<file path="config.mk">
export PLATFORM = sky130hd
export DESIGN_NAME = ps2_key_sequencer
export DESIGN_NICKNAME = d
export VERILOG_FILES = /design/src/rtl/ps2_key_sequencer.sv
export SDC_FILE = /design/constraint.sdc
export NUM_CORES = 1
export LEC_CHECK = 0
export ABC_CLOCK_PERIOD_IN_PS = 3350
export CORE_ASPECT_RATIO = 1.2
export CORE_MARGIN = 2
export CORE_UTILIZATION = 45
export DETAILED_ROUTE_END_ITERATION = 8
export GPL_TIMING_DRIVEN = 0
export PLACE_DENSITY = 0.7
export SLEW_MARGIN = 40
export SYNTH_ARGS = -nofsm -noshare
export SYNTH_HDL_FRONTEND = slang
export SYNTH_SLANG_ARGS = --single-unit
</file>
<file path="constraint.sdc">
create_clock -name clk -period 3.35 [get_ports clk]
set_input_delay 0.5025 -clock clk [delete_from_list [all_inputs] [get_ports clk]]
set_output_delay 0.5025 -clock clk [all_outputs]
set_load 0.05 [all_outputs]
</file>
<file path="src/rtl/ps2_key_sequencer.sv">
// ps2_key_sequencer: validates PS/2 receiver frames, folds scan-code set 2
// E0/F0 prefixes into single key events and queues them in a small FIFO.
// Optional feature macro: PS2_KEYSEQ_PARITY_CHECK_EN (odd-parity checking).
module ps2_key_sequencer #(
    parameter int unsigned FIFO_DEPTH     = 4,
    parameter int unsigned TIMEOUT_CYCLES = 5000000
) (
    input  logic       clk,
    input  logic       rst,
    input  logic       frame_done,
    input  logic [9:0] frame,
    output logic       rx_resync,
    output logic       key_valid,
    input  logic       key_ready,
    output logic [7:0] key_code,
    output logic       key_ext,
    output logic       key_break,
    output logic       err_frame,
    output logic       err_parity,
    output logic       err_timeout,
    output logic       fifo_ovf
);

    localparam int unsigned AW = (FIFO_DEPTH > 1) ? $clog2(FIFO_DEPTH) : 1;
    localparam int unsigned CW = $clog2(FIFO_DEPTH) + 1;
    localparam int unsigned TW = $clog2(TIMEOUT_CYCLES + 1);
    localparam int unsigned EW = 10;

    typedef enum logic [1:0] {
        S_IDLE    = 2'd0,
        S_EXT     = 2'd1,
        S_BRK     = 2'd2,
        S_EXT_BRK = 2'd3
    } state_t;

    state_t           r_state;
    logic             r_frame_done_q;
    logic [TW-1:0]    r_tmo;
    logic [EW-1:0]    r_mem [FIFO_DEPTH];
    logic [AW-1:0]    r_wr_ptr;
    logic [AW-1:0]    r_rd_ptr;
    logic [CW-1:0]    r_count;

    logic             r_key_valid;
    logic [7:0]       r_key_code;
    logic             r_key_ext;
    logic             r_key_break;
    logic             r_err_frame;
    logic             r_err_parity;
    logic             r_err_timeout;
    logic             r_fifo_ovf;
    logic             r_rx_resync;

    logic             w_accept;
    logic [7:0]       w_byte;
    logic             w_is_e0;
    logic             w_is_f0;
    logic             w_start_err;
    logic             w_par_err;
    logic             w_byte_ok;
    logic             w_push_req;
    logic [EW-1:0]    w_push_data;
    logic             w_full;
    logic             w_pop;
    logic             w_do_push;
    logic             w_ovf;
    logic [CW-1:0]    w_cnt_after_pop;
    logic [CW-1:0]    w_cnt_next;
    logic [AW-1:0]    w_rd_next;
    logic [EW-1:0]    w_head_next;

    // Frame decode: rising edge of frame_done, start bit and parity checks
    assign w_accept    = frame_done && !r_frame_done_q;
    assign w_byte      = frame[8:1];
    assign w_is_e0     = (w_byte == 8'hE0);
    assign w_is_f0     = (w_byte == 8'hF0);
    assign w_start_err = frame[0];
`ifdef PS2_KEYSEQ_PARITY_CHECK_EN
    assign w_par_err   = ~(^frame[9:1]);
`else
    logic w_unused_parity;
    assign w_unused_parity = frame[9];
    assign w_par_err   = 1'b0;
`endif
    assign w_byte_ok   = w_accept && !w_start_err && !w_par_err;

    // Any non-prefix byte that passed the checks becomes an event
    assign w_push_req  = w_byte_ok && !w_is_e0 && !w_is_f0;
    assign w_push_data = {w_byte,
                          (r_state == S_EXT) || (r_state == S_EXT_BRK),
                          (r_state == S_BRK) || (r_state == S_EXT_BRK)};

    // FIFO bookkeeping; a pop frees a slot for a same-cycle push when full
    assign w_full          = (r_count == CW'(FIFO_DEPTH));
    assign w_pop           = key_ready && (r_count != '0);
    assign w_do_push       = w_push_req && (!w_full || w_pop);
    assign w_ovf           = w_push_req && w_full && !w_pop;
    assign w_cnt_after_pop = r_count - CW'(w_pop);
    assign w_cnt_next      = w_cnt_after_pop + CW'(w_do_push);
    assign w_rd_next       = r_rd_ptr + AW'(w_pop);
    assign w_head_next     = (w_do_push && (w_cnt_after_pop == '0)) ? w_push_data
                                                                     : r_mem[w_rd_next];

    // FIFO storage write port
    always_ff @(posedge clk) begin
        if (w_do_push) begin
            r_mem[r_wr_ptr] <= w_push_data;
        end
    end

    // Sequencer FSM, timeout counter, FIFO pointers and registered outputs
    always_ff @(posedge clk) begin
        if (!rst) begin
            r_state        <= S_IDLE;
            r_frame_done_q <= 1'b0;
            r_tmo          <= '0;
            r_wr_ptr       <= '0;
            r_rd_ptr       <= '0;
            r_count        <= '0;
            r_key_valid    <= 1'b0;
            r_key_code     <= 8'h00;
            r_key_ext      <= 1'b0;
            r_key_break    <= 1'b0;
            r_err_frame    <= 1'b0;
            r_err_parity   <= 1'b0;
            r_err_timeout  <= 1'b0;
            r_fifo_ovf     <= 1'b0;
            r_rx_resync    <= 1'b0;
        end else begin
            r_frame_done_q <= frame_done;
            r_err_frame    <= 1'b0;
            r_err_parity   <= 1'b0;
            r_err_timeout  <= 1'b0;
            r_rx_resync    <= 1'b0;
            r_fifo_ovf     <= w_ovf;

            if (w_accept) begin
                r_tmo <= '0;
                if (w_start_err) begin
                    r_err_frame <= 1'b1;
                    r_rx_resync <= 1'b1;
                    r_state     <= S_IDLE;
                end else if (w_par_err) begin
                    r_err_parity <= 1'b1;
                    r_rx_resync  <= 1'b1;
                    r_state      <= S_IDLE;
                end else begin
                    case (r_state)
                        S_IDLE: begin
                            if (w_is_e0)      r_state <= S_EXT;
                            else if (w_is_f0) r_state <= S_BRK;
                            else              r_state <= S_IDLE;
                        end
                        S_EXT: begin
                            if (w_is_f0)      r_state <= S_EXT_BRK;
                            else if (w_is_e0) r_state <= S_EXT;
                            else              r_state <= S_IDLE;
                        end
                        default: begin
                            // A second prefix after F0 is an illegal sequence
                            if (w_is_e0 || w_is_f0) begin
                                r_err_frame <= 1'b1;
                                r_rx_resync <= 1'b1;
                            end
                            r_state <= S_IDLE;
                        end
                    endcase
                end
            end else if (r_state != S_IDLE) begin
                if (r_tmo == TW'(TIMEOUT_CYCLES - 1)) begin
                    r_err_timeout <= 1'b1;
                    r_rx_resync   <= 1'b1;
                    r_state       <= S_IDLE;
                    r_tmo         <= '0;
                end else begin
                    r_tmo <= r_tmo + TW'(1);
                end
            end else begin
                r_tmo <= '0;
            end

            if (w_do_push) begin
                r_wr_ptr <= r_wr_ptr + AW'(1);
            end
            r_rd_ptr    <= w_rd_next;
            r_count     <= w_cnt_next;
            r_key_valid <= (w_cnt_next != '0);
            if (w_cnt_next != '0) begin
                r_key_code  <= w_head_next[9:2];
                r_key_ext   <= w_head_next[1];
                r_key_break <= w_head_next[0];
            end else begin
                r_key_code  <= 8'h00;
                r_key_ext   <= 1'b0;
                r_key_break <= 1'b0;
            end
        end
    end

    assign key_valid   = r_key_valid;
    assign key_code    = r_key_code;
    assign key_ext     = r_key_ext;
    assign key_break   = r_key_break;
    assign err_frame   = r_err_frame;
    assign err_parity  = r_err_parity;
    assign err_timeout = r_err_timeout;
    assign fifo_ovf    = r_fifo_ovf;
    assign rx_resync   = r_rx_resync;

endmodule

</file>
# Yosys cells after proc, flatten, opt, wreduce, memory -nomap -nowiden
# Memory sizes are Yosys's and may differ from the RTL's.
# Cells that the tools add are included.
# totals
output_inout_bits	16
n_memories	1
word_cells	79
in_bits	14
mem_bits_rw	40
latch_bits	0
romBits	0
ff_bits	48
# classes
n_shift	0
addsub	5
magnitude_cmp	0
mux	18
n_bitwise	2
mul	0
n_eq_ne	7
n_div	0
n_reduce_logical	32
# mem_list
memory	depth	word_bits	rd	rd_clocked_by_memory_dff	wr	line_no	rtl
r_mem	4	10	1	0	1	39	logic [EW-1:0] r_mem [FIFO_DEPTH];
# ops
cell	count
$add A23 B1 Y23 const B	1
$eq A23 B23 Y1 const B	1
$eq A8 B8 Y1 const B	2
$mux W2	7
$mux W10	1
$logic_and A1 B1 Y1	9
$mux W1	9
$logic_not A1 Y1	6
$reduce_and A2 Y1	3
$reduce_bool A2 Y1	3
$reduce_bool A3 Y1	2
$eq A2 B2 Y1 const B	2
$logic_or A1 B1 Y1	4
$pmux W2 S2	1
$reduce_or A2 Y1	2
$reduce_or A4 Y1	1
$add A3 B1 Y3	1
$eq A3 B3 Y1 const B	1
$logic_not A3 Y1	1
$sub A3 B1 Y3	1
$add A2 B1 Y2	1
$add A2 B1 Y2 const B	1
$eq A2 B1 Y1 const B	1
$logic_not A2 Y1	1
$not A1 Y1	2

# Longest topological paths before layout
# depth
depth_word	9
depth_mapped	10
ltp_nobuf	8

# Worst setup path before layout
# No wires, ideal clock.
# synth_timing
kind	input to register
from	input port frame[0]
to	register r_key_code[0], in the netlist key_code[0]
path_buffers	2
slack_ns	0.759
t_required_ns	3.218
setup_time_ns	0.132
cell_stages	9
arrival_ns	2.458
path_cell_list	or3b_2 -> a211o_1 -> clkinv_1 -> buf_4 -> ha_1 -> ha_1 -> o31ai_1 -> clkbuf_1 -> a21oi_1
# synth_between
elab_chain_len	8
elab_cells_between_ends	10
cone_classes	1 x add/sub; 1 x mux; 8 x reduce/logical
# synth_lines
element	line_no	rtl
start, declared	11	input logic [9:0] frame,
$logic_not A1 Y1	85	assign w_byte_ok = w_accept && !w_start_err && !w_par_err;
$logic_and A1 B1 Y1	85	
$logic_and A1 B1 Y1 (2 in series)	88	assign w_push_req = w_byte_ok && !w_is_e0 && !w_is_f0;
$logic_and A1 B1 Y1	96	assign w_do_push = w_push_req && (!w_full || w_pop);
named net w_do_push	65	logic w_do_push;
$add A3 B1 Y3	99	assign w_cnt_next = w_cnt_after_pop + CW'(w_do_push);
named net w_cnt_next[1]	68	logic [CW-1:0] w_cnt_next;
$reduce_bool A3 Y1	188	if (w_cnt_next != '0) begin
$reduce_and A2 Y1 (no line)	-	
end signal, assigned	189	r_key_code <= w_head_next[9:2];
end, declared	45	logic [7:0] r_key_code;
# The timed path passes the listed nets, and every way through them passes these cells.
# A chain may end at the register's enable or synchronous reset.

# Worst setup path after layout
# layout_timing
from	input port frame[6]
to	register r_key_ext, in the netlist key_ext
# layout_between
elab_chain_len	8
elab_cells_between_ends	12
cone_classes	1 x add/sub; 2 x eq/ne; 1 x mux; 8 x reduce/logical
# layout_lines
element	line_no	rtl
$eq A8 B8 Y1	75	assign w_is_e0 = (w_byte == 8'hE0);
$logic_not A1 Y1	88	
$logic_and A1 B1 Y1	88	
$logic_and A1 B1 Y1 *	88	
$logic_and A1 B1 Y1 *	96	
named net w_do_push	65	
$add A3 B1 Y3	99	
$reduce_bool A3 Y1	188	
$reduce_and A2 Y1 (no line)	-	
end signal, assigned	190	r_key_ext <= w_head_next[1];
end, declared	46	logic r_key_ext;
# The timed path passes the listed nets; every way through them passes the cells marked *.

==> results.yml <==
power:
  p_total_mw: 3.02
  ir_drop_v: 0.000232
  powerDensity_nw_per_um2: 704
  leakagePower_nw: 1.41
layout:
  drive_gt1_share_pct: 11.9
  area_growth_pct: 16.3
  fill_cells: 714
  fin_util_pct: 53.2
  stdcell_area_um2: 4290
  num-nets-final: 371
  antenna_cells: 0
  seq_area_um2: 2160
  multiInputGateArea_um2: 1410
yosys:
  synth_area_um2: 3690
  synth_fp_nets: 333
  synth_edf_count: 40
  ys_warn_count: 0
  synth_most_common_cell: "dfxtp_1"
  postSynthCellCount: 309
  synthTopCellsByCount: "dfxtp_1, edfxtp_1, a21oi_1"
  synthDistinctLibCells: 44
  yosys.area.top_type: "edfxtp_1"
  synth.top_cell.area_share_pct: 32.5
  ys_seq_area_share_pct: 58.6
  synthFlopType: "dfxtp_1"
  syn_area_per_cell_um2: 11.9
  synth-seq-cells: 88
  async_flop_share_pct: 0
  ys_top_cells_by_area: "edfxtp_1, dfxtp_1, mux4_2"
timing:
  finalWorstSetupSlack_ps: 243
  hold_violations: 0
  tightest_slew_ps: 703
  setup_viol: 0
  drv_slew: 0
  fin_worst_skew_ps: 14.0
  finalCriticalPeriod_ps: 3110
  maxSlewHeadroom_pct: 53.1
  fmax_mhz: 322
  rsz0062_at_grt: "no"
  period_share_pct: 92.7
route:
  drt-met1-wl_mm: 3.07
  drtPass1Iterations: 4
  routed_via_density: 5.62
  met3_wirelength_um: 312
  wl_mm: 7.27
  routedWlPerCell_um: 16.3
  drc: 0
  dr.max_layer_used: "met4"
  met2WireLength_mm: 3.69
  via_count: 2512
  dr.first_iter.drc_count: 121
  drtAntennaViolNets: 0
cts:
  htree_levels: 3
  clock_sink_count: 88
  hold_buffers: 0
  clockBufferDepth: 2
  cts_tree: "yes"
  clock_latency_ps: 360
  cts_made_buffers: 9
  root_buffer: "clkbuf_8"
  path_clk_slew_ps: 90
placement:
  place_congestion: 0.811
  io_buffers: 27
  dp_hpwl_mm: 5.08
  placed_area_um2: 4080
  pre_cts_ws_ps: -260
global_routing:
  antenna_found_initial: 0
  grt_pass1_vias: 2509
  grt_first_pass_wirelength_mm: 11.9
  grt_overflow: 0
  track_usage_pct: 17.8
  grt_max_degree: 15
critical_path:
  crit_fanout: 10
  cp.required_ps: 3580
  endpoint_kind: "register"
  criticalPathCategory: "in2reg"
  cp.arrival_ps: 3340
  start_kind: "input port"
floorplanning:
  die_h_um: 103
  core_area_um2: 8060
  pin_count: 30
  die_w_um: 86.7
  start_util_pct: 45.8
  die_area_um2: 8950
  rows: 36
run_status:
  status: "complete, no violations"
flow_run:
  cap_violations: 0
worst_hold_path:
  min_path_type: "reg2reg"
[final cells by class]
cell class              count  area share (%)
well taps                  95            2.77
repair buffers             27            6.30
flip-flops and latches     88            50.4
inverters                  12            1.05
plain buffers              15            1.87
clock inverters             6            1.92
clock buffers              10            2.97
multi-input cells         194            32.8
[path summary, 6_finish.rpt]
path	startpoint	end	slack (ps)	cells past startpoint
worst max-delay path	frame[6]	key_ext	240	11
worst max register to register	r_count[0]	key_ext	500	10
worst min register to register	r_tmo[0]	r_tmo[0]	460	1
worst min-delay path	r_tmo[0]	r_tmo[0]	460	1
[flip-flops by register name, indices dropped and copies added, names as in the netlist]
register and flops:
r_frame_done_q 1, r_count 3, r_mem 40, key_valid 1, key_ext 1, r_rd_ptr 2, err_timeout 1, r_wr_ptr 2
fifo_ovf 1, r_state 2, r_tmo 23, key_break 1, err_frame 1, rx_resync 1, key_code 8
[critical path, cell delays in order]
cell and delay [ps]:
clkdlybuf4s50_1 620, and4b_1 310, a211o_1 180, clkinv_1 250, buf_4 280, ha_1 200
ha_1 180, xnor2_1 140, o31ai_1 270, clkbuf_2 310, a21oi_1 80
[power breakdown]
| part | total (mW) | internal (mW) | switching, mW | leakage (nW) |
|---|---|---|---|---|
| sequential | 1.24 | 1.21 | 0.0300 | 0.754 |
| combinational | 1.00 | 0.389 | 0.614 | 0.551 |
| clock | 0.782 | 0.418 | 0.364 | 0.108 |
[cell families (layout without fill, tap and decap cells)]
logic type / Yosys count / count (layout) / synth area share [%]
AO/OA/AOI/OAI: 54 / 54 / 8.44
other: 1 / 1 / 0.102
XOR/XNOR: 15 / 15 / 3.56
multiplexers: 10 / 10 / 6.10
AND/OR/NAND/NOR: 104 / 104 / 16.5
flip-flops: 88 / 88 / 58.6
buffers and inverters: 27 / 70 / 3.35
adder cells (fa/ha/maj): 10 / 10 / 3.39
[through the flow]
step / setup TNS [ps] / instances / hold WS [ps]
floorplan: 0 / 309 / 426
global placement: -2050 / 431 / 441
detailed placement: -2450 / 431 / 450
CTS: 0 / 447 / 469
global route: 0 / 447 / 504
finish: 0 / 447 / 462
[routing by layer]
layer	global-route usage, %	vias to the layer above
met1	20.7	1189
met3	3.25	16
met5	0	-
met4	11.3	0
li1	-	1234
met2	30.4	73
[timing repair]
action | 4_1_cts | 5_1_grt
endpoints found under the setup margin | 0 | 10
setup buffers | 0 | 0
gates resized for setup | 0 | 2
[layout by cell type (no fill, tap or decap), drive strengths merged, types with 8 or more instances in the layout]
master,instances
nand2,11
xor2,8
ha,10
clkdlybuf4s50,27
or3,8
nand3,21
clkbuf,16
mux4,10
dfxtp,48
a21oi,21
nand4,9
inv,12
o21ai,20
edfxtp,40
and2,11
buf,9
nor2,15
Note: power is estimated with default switching activity, not from simulation.
